File: config.mk
export PLATFORM = sky130hd
export DESIGN_NAME = bcd_seg7_scan_flat
export DESIGN_NICKNAME = d
export VERILOG_FILES = /design/src/rtl/bcd_seg7_scan_if.sv /design/src/rtl/bcd_seg7_scan.sv /design/src/flat_wrapper.sv
export SDC_FILE = /design/constraint.sdc
export NUM_CORES = 1
export LEC_CHECK = 0
export CELL_PAD_IN_SITES_DETAIL_PLACEMENT = 1
export CELL_PAD_IN_SITES_GLOBAL_PLACEMENT = 1
export CORE_AREA = 4 4 95 97
export CTS_CLUSTER_SIZE = 12
export DETAILED_ROUTE_END_ITERATION = 6
export DIE_AREA = 0 0 99 101
export DONT_BUFFER_PORTS = 1
export PLACE_DENSITY_LB_ADDON = 0.1
export SYNTH_ARGS = -nofsm -noshare
export SYNTH_HDL_FRONTEND = slang
export SYNTH_SLANG_ARGS = --single-unit
export TNS_END_PERCENT = 1
File: constraint.sdc
create_clock -name clk -period 3 [get_ports clk]
set_input_delay 0.9 -clock clk [delete_from_list [all_inputs] [get_ports clk]]
set_output_delay 0.9 -clock clk [all_outputs]
set_load 0.05 [all_outputs]
File: src/rtl/bcd_seg7_scan_if.sv
// rtl/bcd_seg7_scan_if.sv - packed-BCD input and anode/cathode pin bundle for bcd_seg7_scan
interface bcd_seg7_scan_if;
  logic [16:0] bcd_in;
  logic        load;
  logic        blank;
  logic [3:0]  an;
  logic [6:0]  seg;
  logic        dp;

  modport master (
    output bcd_in, load, blank,
    input  an, seg, dp
  );

  modport slave (
    input  bcd_in, load, blank,
    output an, seg, dp
  );
endinterface

File: src/rtl/bcd_seg7_scan.sv
// rtl/bcd_seg7_scan.sv - 4-digit common-anode 7-segment scanner with frame-aligned display update
// Optional leading-zero blanking: define SEG7_LZB_EN.
module bcd_seg7_scan #(
  parameter int REFRESH_DIV = 50000
) (
  input  logic           clk,
  input  logic           rst_n,
  bcd_seg7_scan_if.slave bus
);

  typedef enum logic [1:0] {SCAN0, SCAN1, SCAN2, SCAN3} state_e;

  localparam int CW = (REFRESH_DIV > 2) ? $clog2(REFRESH_DIV) : 1;
  localparam logic [CW-1:0] CNT_MAX = CW'(REFRESH_DIV - 1);

  logic [CW-1:0] cnt_q, cnt_d;
  state_e        state_q, state_d;
  logic [16:0]   pend_q, pend_d;
  logic [16:0]   disp_q, disp_d;
  logic [3:0]    an_q, an_d;
  logic [6:0]    seg_q, seg_d;
  logic          dp_q, dp_d;

  logic          tc;
  logic [3:0]    nib;
  logic [3:0]    an_sel;
  logic          dig_blank;

  function automatic logic [6:0] decode(input logic [3:0] d);
    case (d)
      4'd0:    decode = 7'b1000000;
      4'd1:    decode = 7'b1111001;
      4'd2:    decode = 7'b0100100;
      4'd3:    decode = 7'b0110000;
      4'd4:    decode = 7'b0011001;
      4'd5:    decode = 7'b0010010;
      4'd6:    decode = 7'b0000010;
      4'd7:    decode = 7'b1111000;
      4'd8:    decode = 7'b0000000;
      4'd9:    decode = 7'b0010000;
      default: decode = 7'b0111111;
    endcase
  endfunction

`ifdef SEG7_LZB_EN
  logic lz3, lz2, lz1;
  // Blanking ripples down from the most significant digit; digit 0 always shows.
  assign lz3 = (disp_q[15:12] == 4'd0) && !disp_q[16];
  assign lz2 = lz3 && (disp_q[11:8] == 4'd0);
  assign lz1 = lz2 && (disp_q[7:4] == 4'd0);
`endif

  always_comb begin
    tc        = (cnt_q == CNT_MAX);
    cnt_d     = tc ? '0 : cnt_q + 1'b1;
    state_d   = state_q;
    pend_d    = bus.load ? bus.bcd_in : pend_q;
    disp_d    = disp_q;
    nib       = disp_q[3:0];
    an_sel    = 4'b1110;
    dig_blank = 1'b0;

    if (tc) begin
      case (state_q)
        SCAN0:   state_d = SCAN1;
        SCAN1:   state_d = SCAN2;
        SCAN2:   state_d = SCAN3;
        default: state_d = SCAN0;
      endcase
    end

    // Frame boundary: a value captured on this same edge waits one more frame.
    if (tc && state_q == SCAN3) begin
      disp_d = pend_q;
    end

    case (state_q)
      SCAN0: begin nib = disp_q[3:0];   an_sel = 4'b1110; end
      SCAN1: begin nib = disp_q[7:4];   an_sel = 4'b1101; end
      SCAN2: begin nib = disp_q[11:8];  an_sel = 4'b1011; end
      default: begin nib = disp_q[15:12]; an_sel = 4'b0111; end
    endcase

`ifdef SEG7_LZB_EN
    case (state_q)
      SCAN1:   dig_blank = lz1;
      SCAN2:   dig_blank = lz2;
      SCAN3:   dig_blank = lz3;
      default: dig_blank = 1'b0;
    endcase
`endif

    an_d  = bus.blank ? 4'b1111 : an_sel;
    seg_d = dig_blank ? 7'b1111111 : decode(nib);
    dp_d  = !((state_q == SCAN3) && disp_q[16]);
  end

  always_ff @(posedge clk or negedge rst_n) begin
    if (!rst_n) begin
      cnt_q   <= '0;
      state_q <= SCAN0;
      pend_q  <= '0;
      disp_q  <= '0;
      an_q    <= 4'b1111;
      seg_q   <= 7'b1111111;
      dp_q    <= 1'b1;
    end else begin
      cnt_q   <= cnt_d;
      state_q <= state_d;
      pend_q  <= pend_d;
      disp_q  <= disp_d;
      an_q    <= an_d;
      seg_q   <= seg_d;
      dp_q    <= dp_d;
    end
  end

  assign bus.an  = an_q;
  assign bus.seg = seg_q;
  assign bus.dp  = dp_q;

endmodule

File: src/flat_wrapper.sv
// flat-port wrapper written by rule: the top's interface ports become plain ports
module bcd_seg7_scan_flat 
#(
  parameter int REFRESH_DIV = 50000
)
  (clk, rst_n, bus_bcd_in, bus_load, bus_blank, bus_an, bus_seg, bus_dp);
  bcd_seg7_scan_if bus_i ();
  input  logic clk;
  input  logic rst_n;
  input wire logic [$bits(bus_i.bcd_in)-1:0] bus_bcd_in;
  input wire logic [$bits(bus_i.load)-1:0] bus_load;
  input wire logic [$bits(bus_i.blank)-1:0] bus_blank;
  output wire logic [$bits(bus_i.an)-1:0] bus_an;
  output wire logic [$bits(bus_i.seg)-1:0] bus_seg;
  output wire logic [$bits(bus_i.dp)-1:0] bus_dp;
  assign bus_i.bcd_in = bus_bcd_in;
  assign bus_i.load = bus_load;
  assign bus_i.blank = bus_blank;
  assign bus_an = bus_i.an;
  assign bus_seg = bus_i.seg;
  assign bus_dp = bus_i.dp;
  bcd_seg7_scan #(.REFRESH_DIV(REFRESH_DIV)) u_core (.clk(clk), .rst_n(rst_n), .bus(bus_i));
endmodule
==> reports/summary.txt, run 1 <==
Total iterations of the first detailed-routing run = 4
Layout cells sized above 1 = 29.68%
M1 WL = 2457 um
Die width = 99 um
Final setup viols = 0
Drt wl/cell = 17.00 um
Final wirelength = 5508 um
Capture point of the worst reg-to-reg path = u_core.bus.seg[3]
Overall power = 1.646 mW
Final slew viol count = 0
Clk root buf = clkbuf_8
Final min period = 2.220 ns
Clock insertion delay at the later pin of the skew report = 0.33 ns
Fill count = 834
Port Buf Inserts = 0
DRT iter0 DRCs = 38
Grt total ovfl = 0
CTS H-tree depth = 3
Die ar. = 9999 sq um
CP bufs+invs = 1
Status = completed
Core area = 8134 sq um
# IOs = 33
Worst path slowest cell = a222oi_1
Die Height = 101 um
Place WS = 0.8132 ns
Worst R2R Setup Slack = 0.78 ns
Nets@finish = 245
Post-CTS setup buffer count = 0
Tightest Pin Transition = 0.5192 ns
Power per cell area = 535.3 nW/um^2
Routed Antenna Nets = 0
Max Root-Sink Buffers = 2
Dpl hpwl = 4048 um
Antenna violations before repair = 0
CTS sink count = 64
Netlist cell types = 35
N_diodes = 0
Post-CTS Resized = 0
Commonest cells after routing, fill and taps aside = dfrtp_1 (52), mux2_2 (26), nor2_1 (12), dfstp_2 (12)
Vias/cell = 4.972
Critical path startpoint category = register
Number of remaining DRC errors = 0
Kind of end point of the critical path = register
Dominant synthesized flop cell = dfrtp_1
Family with the most delay on the worst path = compound AO/OA/AOI/OAI gates
Crit-path cells = inv_1 -> ha_1 -> a222oi_1 -> mux2i_1 -> o21ai_0 -> o221ai_1
Sequential-to-total area share from yosys stat = 57.89%
Share of the synthesized area in the top cell type = 46.59%
Max cap viols = 0
Commonest non-fill, non-tap cell in the layout = dfrtp_1
Final worst path period share = 74.00%
Arrival @ worst endpoint = 2.45 ns
RR Startpoint = u_core.state_q[0]
Met3 wire length = 226 um
Leak = 1.393 nW
Syn avg cell area = 13.36 sq um
Final Instance Count excl. Fillers = 324
Final hold violation count = 0
Routability cong. = 0.8752
Max_slew headroom = 64.40%
Ys async rst share = 100.0%
YS warnings = 0
Cts bufs inserted = 9
GRT Util Overall = 11.98%
Mapped Cells = 209
Synthesis-stage register bit count = 64
RSZ-0062 raised after global routing = false
First-pass GRT wire length = 9225 um
Crit-path max cell delay = 0.44 ns
WS Path Type = register to register
Dominant cell type by area after synthesis = dfrtp_1
CTS tree = done
Area Overhead vs Synth = 10.13%
Mapped Area = 2793 sq um
WP data required = 3.23 ns
Clock Skew = 0.01024 ns
IR drop worst, VDD = 270.0 uV
Number of global-route vias before repair = 1795
Hold slack final = 0.2581 ns
Crit path max fanout = 6
Placed cells = 309
Setup_tns = 0 ns
DR top layer = met4
Clock Pin Slew Worst Setup and Hold Paths = 0.07 ns
Reg2reg path depth = 6
Post-synth net total = 239
Starting Density = 34.33%
Final WS setup = 0.7799 ns
Largest net degree at the start of global routing = 65
Hold WC Path Type = input port to asynchronous set/reset pin
Max Clk Rate = 450.4 MHz
WL met2 = 2662 um
Synth top area cells = dfrtp_1 (47%), dfstp_2 (11%), mux2_2 (10%)
Number of synthesized flops with an enable pin = 0
Cell Rows = 33
Vias = 1611
Hold_buf cts = 0
metrics by stage:
| step | utilization (%) | cell area [sq um] |
|---|---|---|
| finish | 37.81 | 3075 |
| global route | 37.81 | 3075 |
| CTS | 37.81 | 3075 |
| detailed placement | 35.52 | 2889 |
| global placement | 35.52 | 2889 |
| floorplan | - | 2793 |
sequential cells by signal, summed over array words and instances, names as in the netlist:
signal and flops:
u_core.bus.an 4, u_core.disp_q 17, u_core.bus.seg 7, u_core.bus.dp 1, u_core.cnt_q 16, u_core.pend_q 17
u_core.state_q 2
Yosys cell counts, types with 2 or more instances:
library cell / n
dfrtp_1: 52
mux2_2: 26
dfstp_2: 12
nor2_1: 12
inv_1: 10
mux2_4: 10
nand2_1: 10
ha_1: 9
nand2b_1: 7
xor2_1: 6
mux2i_1: 5
nand3_1: 5
xnor2_1: 5
a21oi_1: 4
a222oi_1: 4
o21ai_0: 4
and3_1: 3
clkbuf_1: 3
nand4_1: 3
nor4_1: 3
nor3_1: 2
routing by layer:
metal	global-route usage (%)	up-vias
li1	-	744
met1	14.36	817
met2	19.11	36
met3	3.737	14
met4	6.723	0
met5	0	-
worst max path at each step:
stage                            from                end  slack [ns]  cells after the start
floorplan                    bus_load  u_core.pend_q[10]        0.98                      3
global placement    u_core.state_q[0]  u_core.bus.seg[3]        1.03                      6
detailed placement  u_core.state_q[0]  u_core.bus.seg[3]        0.81                      6
CTS                 u_core.state_q[0]  u_core.bus.seg[3]        0.81                      6
global route        u_core.state_q[0]  u_core.bus.seg[3]        0.58                      6
finish              u_core.state_q[0]  u_core.bus.seg[3]        0.78                      6
power breakdown:
part,internal [mW],total [mW],switching [mW]
registers,0.888,0.903,0.0152
logic,0.0221,0.0275,0.00545
clock network,0.398,0.716,0.318
total,1.31,1.65,0.338
cell type report:
class,count,area (sq um),area share [%]
multi-input cells,129,1096,35.64
inverters,10,37.54,1.221
repair buffers,1,7.507,0.2441
clock inverters,4,45.04,1.465
well taps,105,131.4,4.272
flip-flops and latches,64,1617,52.56
clock buffers,11,141.4,4.597
cells by family (layout without fill, tap and decap cells):
| group | Yosys count | after routing | share of synthesized area (%) |
|---|---|---|---|
| flip-flops | 64 | 64 | 57.89 |
| AND/OR/NAND/NOR | 52 | 52 | 10.17 |
| multiplexers | 41 | 41 | 17.65 |
| AO/OA/AOI/OAI | 16 | 16 | 3.943 |
| buffers and inverters | 16 | 26 | 2.867 |
| XOR/XNOR | 11 | 11 | 3.450 |
| adder cells (fa/ha/maj) | 9 | 9 | 4.032 |
No activity file was read; power rests on OpenSTA's default activity.
==> inputs of run 2 (changes only) <==
==> constraint.sdc (replaced) <==
create_clock -name clk -period 2.2 [get_ports clk]
set_input_delay 0.66 -clock clk [delete_from_list [all_inputs] [get_ports clk]]
set_output_delay 0.66 -clock clk [all_outputs]
set_load 0.05 [all_outputs]
==> run 2 against run 1 <==
- clock power grew 21%
- the run now ends with design-rule violations left
- worst setup slack lost 0.65 ns
- sequential power grew 36%
- die area is the same
==> reports/summary.txt, run 2 (synthesis results as in run 1) <==
CP endpoint = u_core.bus.seg[3]
Die Height = 101 um (unchanged)
Crit-path cells = inv_1 -> ha_2 -> a222oi_1 -> mux2i_2 -> inv_1 -> ha_1 -> o221ai_1
M1 WL = 2470 um (+0.53%)
Most used cell, CP = inv_1
Worst R2R Setup Slack = 0.13 ns (-0.65 ns)
Final slew viol count = 0 (unchanged)
Grt total ovfl = 0 (unchanged)
Met3 wire length = 204 um (-9.7%)
Final core utilization = 38.36% (+0.55 points)
N_diodes = 0 (unchanged)
Capture point of the worst reg-to-reg path = u_core.bus.seg[3]
Leak = 1.405 nW (+0.86%)
Layout cells sized above 1 = 33.63% (+4.0 points)
CP bufs+invs = 2 (+1)
Die ar. = 9999 sq um (unchanged)
WS Path Type = register to register
Crit path max fanout = 6 (unchanged)
Fill count = 836 (+0.24%)
WP data required = 2.44 ns (-0.79 ns)
Total iterations of the first detailed-routing run = 7 (+3)
Final setup viols = 0 (unchanged)
Max Clk Rate = 483.6 MHz (+7.4%)
Crit-path max cell delay = 0.43 ns (about the same)
Clk root buf = clkbuf_8
Final worst path period share = 93.99% (+20 points)
Placed cells = 309 (unchanged)
Hold slack final = 0.1656 ns (-0.09247 ns)
Kind of end point of the critical path = register
Dpl hpwl = 4248 um (+5.0%)
Family with the most delay on the worst path = compound AO/OA/AOI/OAI gates
# IOs = 33 (unchanged)
Final hold violation count = 0 (unchanged)
Cell Rows = 33 (unchanged)
Reg2reg path depth = 7 (+1)
Cts bufs inserted = 9 (unchanged)
CP Launch Point = u_core.state_q[0]
RSZ-0062 raised after global routing = false
Routed Antenna Nets = 0 (unchanged)
DR top layer = met4
GRT Util Overall = 13.14% (+1.2 points)
Clock Pin Slew Worst Setup and Hold Paths = 0.07 ns (about the same)
Max Root-Sink Buffers = 2 (unchanged)
Clock insertion delay at the later pin of the skew report = 0.34 ns (about the same)
Setup_tns = 0 ns (unchanged)
Final wirelength = 5893 um (+7.0%)
Failing checks = design-rule violations
WL met2 = 3112 um (+17%)
Tightest Pin Transition = 0.5180 ns (-0.001192 ns)
Power per cell area = 691.0 nW/um^2 (+29%)
Starting Density = 34.33% (unchanged)
IR drop worst, VDD = 415.6 uV (+54%)
Routability cong. = 0.8723 (-0.33%)
Hold WC Path Type = input port to asynchronous set/reset pin
Number of global-route vias before repair = 1838 (+2.4%)
Final min period = 2.068 ns (-0.1523 ns)
Status = complete, but fails checks
Largest registers = u_core.disp_q (17), u_core.pend_q (17), u_core.cnt_q (16)
Vias/cell = 4.921 (-1.0%)
Max cap viols = 0 (unchanged)
Drt wl/cell = 17.97 um (+5.7%)
Arrival @ worst endpoint = 2.31 ns (-0.14 ns)
Largest net degree at the start of global routing = 53 (-18%)
Vias = 1614 (+0.19%)
Worst path slowest cell = a222oi_1
Core area = 8134 sq um (unchanged)
RR Startpoint = u_core.state_q[0]
Commonest cells after routing, fill and taps aside = dfrtp_1 (51), mux2_2 (26), nor2_1 (12), dfstp_2 (12)
Clock Skew = 0.009521 ns (-0.0007196 ns)
Number of remaining DRC errors = 1 (+1)
Max_slew headroom = 65.15% (+0.75 points)
Area Overhead vs Synth = 11.74%
Port Buf Inserts = 0 (unchanged)
CTS tree = done
Critical path startpoint category = register
Nets@finish = 248 (+1.2%)
DRT iter0 DRCs = 42 (+11%)
Commonest non-fill, non-tap cell in the layout = dfrtp_1
CTS sink count = 64 (unchanged)
Antenna violations before repair = 0 (unchanged)
Critical path depth = 7 (+1)
First-pass GRT wire length = 9922 um (+7.6%)
CTS H-tree depth = 3 (unchanged)
Final Instance Count excl. Fillers = 328 (+1.2%)
Die width = 99 um (unchanged)
[run 2: cell count changes in the layout (fill, tap and decap cells not counted), sizes merged]
| cell | delta |
|---|---|
| clkbuf | +1 |
| clkinvlp | +1 |
| buf | +3 |
| bufinv | -1 |
[run 2: final cells by class]
type / instances / area, sq um / area share (%)
multi-input combinational: 129 / 1116 / 35.77
inverter: 10 / 37.54 / 1.203
sequential: 64 / 1618 / 51.84
timing repair buffer: 4 / 50.05 / 1.604
clock inverter: 4 / 22.52 / 0.7217
clock buffer: 12 / 145.1 / 4.651
tap: 105 / 131.4 / 4.210
[run 2: power by group]
group          internal, mW  switching (mW)
sequential             1.21          0.0214
combinational        0.0354          0.0258
clock                 0.434           0.429
total                  1.68           0.476
[run 2: through the flow]
| step | cell area (sq um) | setup WS (ns) | power (mW) |
|---|---|---|---|
| floorplan | 2793 | 0.3055 | 1.286 |
| global placement | 2889 | 0.2462 | 1.289 |
| detailed placement | 2889 | -0.05962 | 1.294 |
| CTS | 3107 | 0.004063 | 2.205 |
| global route | 3120 | 0.007806 | 2.255 |
| finish | 3120 | 0.1323 | 2.156 |
[run 2: how the worst min path moves through the flow]
stage | startpoint | to | slack [ns] | depth (start not counted)
final | rst_n | u_core.bus.an[1] | 0.17 | 0
after global routing | rst_n | u_core.bus.an[1] | 0.13 | 0
after CTS | rst_n | u_core.bus.an[1] | 0.14 | 0
after detailed placement | rst_n | u_core.cnt_q[2] | 0.37 | 0
after global placement | rst_n | u_core.cnt_q[9] | 0.37 | 0
after floorplan | rst_n | u_core.cnt_q[0] | 0.36 | 0
[run 2: what timing repair did]
item | CTS | global route
endpoints found under the setup margin | 3 | 6
gates resized for setup | 3 | 5
hold endpoints to repair | 52 | 0
pin swaps | 0 | 1
cloned | 0 | 0
hold buffers | 1 | 0
buffers inserted | 2 | 0
[run 2: per-layer routing]
metal  vias up  global-route usage (%)
li1        753                       -
met1       825                   15.10
met2        28                   22.62
met3         8                   4.014
met4         0                   5.672
met5         -                       0
==> inputs of run 3 (changes only) <==
--- a/config.mk
+++ b/config.mk
@@ -7,12 +7,13 @@
 export LEC_CHECK = 0
 export CELL_PAD_IN_SITES_DETAIL_PLACEMENT = 1
 export CELL_PAD_IN_SITES_GLOBAL_PLACEMENT = 1
-export CORE_AREA = 4 4 95 97
+export CORE_AREA = 4 4 86 88
 export CTS_CLUSTER_SIZE = 12
 export DETAILED_ROUTE_END_ITERATION = 6
-export DIE_AREA = 0 0 99 101
+export DIE_AREA = 0 0 90 92
 export DONT_BUFFER_PORTS = 1
 export PLACE_DENSITY_LB_ADDON = 0.1
+export SLEW_MARGIN = 0
 export SYNTH_ARGS = -nofsm -noshare
 export SYNTH_HDL_FRONTEND = slang
 export SYNTH_SLANG_ARGS = --single-unit
==> run 3 against run 2 <==
- the flow now finishes without violations
- non-clock buffer count unchanged
- count of clock-buffer cells in the layout decreased by 2
- design area up 0.48%
- fmax rose by 2.2%
- global-route usage grew 1.6 points
- worst setup slack better by 0.044 ns
- wire length shrank 4.9%
==> reports/summary.txt, run 3 (synthesis results as in run 1) <==
Starting Density = 42.03% (+7.7 points)
WP data required = 2.46 ns (+0.02 ns)
Max cap viols = 0 (unchanged)
Final min period = 2.024 ns (-0.04388 ns)
Max Root-Sink Buffers = 2 (unchanged)
WS Path Type = register to register
Largest net degree at the start of global routing = 62 (+17%)
CTS sink count = 64 (unchanged)
Final core utilization = 47.19% (+8.8 points)
Vias = 1610 (-0.25%)
Kind of end point of the critical path = register
Final WS setup = 0.1761 ns (+0.04388 ns)
Dpl hpwl = 4024 um (-5.3%)
Hold WC Path Type = input port to asynchronous set/reset pin
Cell Rows = 30 (-9.1%)
Die Height = 92 um (-8.9%)
Routability cong. = 0.8115 (-7.0%)
Port Buf Inserts = 0 (unchanged)
Place WS = 0.03039 ns (+0.09001 ns)
First-pass GRT wire length = 9335 um (-5.9%)
GRT Util Overall = 14.72% (+1.6 points)
Power per cell area = 753.6 nW/um^2 (+9.1%)
Vias/cell = 5.314 (+8.0%)
RSZ-0062 raised after global routing = true
N_diodes = 0 (unchanged)
Nets@finish = 248 (unchanged)
Final hold violation count = 0 (unchanged)
Cts bufs inserted = 9 (unchanged)
Final worst path period share = 91.99% (-2.0 points)
Arrival @ worst endpoint = 2.28 ns (-0.03 ns)
# IOs = 33 (unchanged)
Largest registers = u_core.disp_q (17), u_core.pend_q (17), u_core.cnt_q (16)
Die ar. = 8280 sq um (-17%)
Crit path max fanout = 6 (unchanged)
Clock Pin Slew Worst Setup and Hold Paths = 0.07 ns (about the same)
Routed Antenna Nets = 0 (unchanged)
Layout cells sized above 1 = 33.63% (unchanged)
Final Instance Count excl. Fillers = 303 (-7.6%)
Final wirelength = 5605 um (-4.9%)
IR drop worst, VDD = 295.7 uV (-29%)
Commonest cells after routing, fill and taps aside = dfrtp_1 (51), mux2_2 (26), nor2_1 (12), dfstp_2 (12)
Final slew viol count = 0 (unchanged)
Crit-path max cell delay = 0.42 ns (about the same)
Max_slew headroom = 63.17% (-2.0 points)
Clock Skew = 0.01068 ns (+0.001163 ns)
Worst path slowest cell = a222oi_1
Clk root buf = clkbuf_8
Commonest non-fill, non-tap cell in the layout = dfrtp_1
Final setup viols = 0 (unchanged)
Tightest Pin Transition = 0.5475 ns (+0.02949 ns)
Number of remaining DRC errors = 0 (-1)
Most used cell, CP = inv_1
Number of global-route vias before repair = 1802 (-2.0%)
Clock insertion delay at the later pin of the skew report = 0.33 ns (about the same)
Grt total ovfl = 0 (unchanged)
Status = completed
Core area = 6644 sq um (-18%)
DRT iter0 DRCs = 54 (+29%)
Die width = 90 um (-9.1%)
Crit-path cells = inv_1 -> ha_2 -> a222oi_1 -> mux2i_2 -> inv_1 -> ha_1 -> o221ai_1
Max Clk Rate = 494.1 MHz (+2.2%)
Drt wl/cell = 18.50 um (+3.0%)
Hold slack final = 0.1619 ns (-0.003673 ns)
Critical path startpoint category = register
Placed cells = 284 (-8.1%)
CTS H-tree depth = 3 (unchanged)
Overall power = 2.363 mW (+9.6%)
Family with the most delay on the worst path = compound AO/OA/AOI/OAI gates
CP bufs+invs = 2 (unchanged)
Leak = 1.428 nW (+1.6%)
CTS tree = done
Antenna violations before repair = 0 (unchanged)
Total iterations of the first detailed-routing run = 6 (-1)
Area Overhead vs Synth = 12.28%
-- run 3: path summary, 6_finish.rpt --
kind / cells past startpoint / slack, ns / startpoint / to
min in group clk: 1 / 0.40 / u_core.disp_q[16] / u_core.bus.dp
min reg2reg: 1 / 0.40 / u_core.disp_q[16] / u_core.bus.dp
max: 7 / 0.18 / u_core.state_q[0] / u_core.bus.seg[3]
max in group asynchronous: 1 / 1.42 / rst_n / u_core.cnt_q[1]
min: 0 / 0.16 / rst_n / u_core.bus.seg[1]
max reg2reg: 7 / 0.18 / u_core.state_q[0] / u_core.bus.seg[3]
-- run 3: what timing repair did --
action / CTS / global route
endpoints found under the hold margin: 4 / 48
gates resized for setup: 0 / 9
hold buffers: 1 / 1
endpoints found under the setup margin: 0 / 5
buffers inserted: 0 / 1
-- run 3: per-stage QoR --
step / area, sq um / TNS (ns)
6_report: 3136 / 0
5_1_grt: 3136 / -0.01762
4_1_cts: 3079 / 0
3_5_place_dp: 2858 / 0
3_3_place_gp: 2858 / 0
2_1_floorplan: 2793 / 0
-- run 3: where the power goes --
group          internal (mW)  switching (mW)  total, mW
Sequential              1.21          0.0208       1.23
Clock                  0.634           0.435       1.07
Combinational         0.0366          0.0251     0.0617
-- run 3: area by class of cell --
class / count / area (sq um)
clock inverter: 6 / 83.83
clock buffer: 10 / 127.6
fill: 673 / 3508
sequential: 64 / 1618
multi-input combinational: 129 / 1116
inverter: 10 / 37.54
tap: 80 / 100.1
timing repair buffer: 4 / 52.55
-- run 3: routing by layer --
| layer | vias to the layer above | part of all wire [%] | GRT usage, % |
|---|---|---|---|
| met5 | - | 0 | 0 |
| met4 | 0 | 1.9 | 5.485 |
| met3 | 11 | 3.7 | 5.414 |
| met2 | 34 | 51 | 24.95 |
| met1 | 819 | 44 | 17.05 |
| li1 | 746 | - | - |
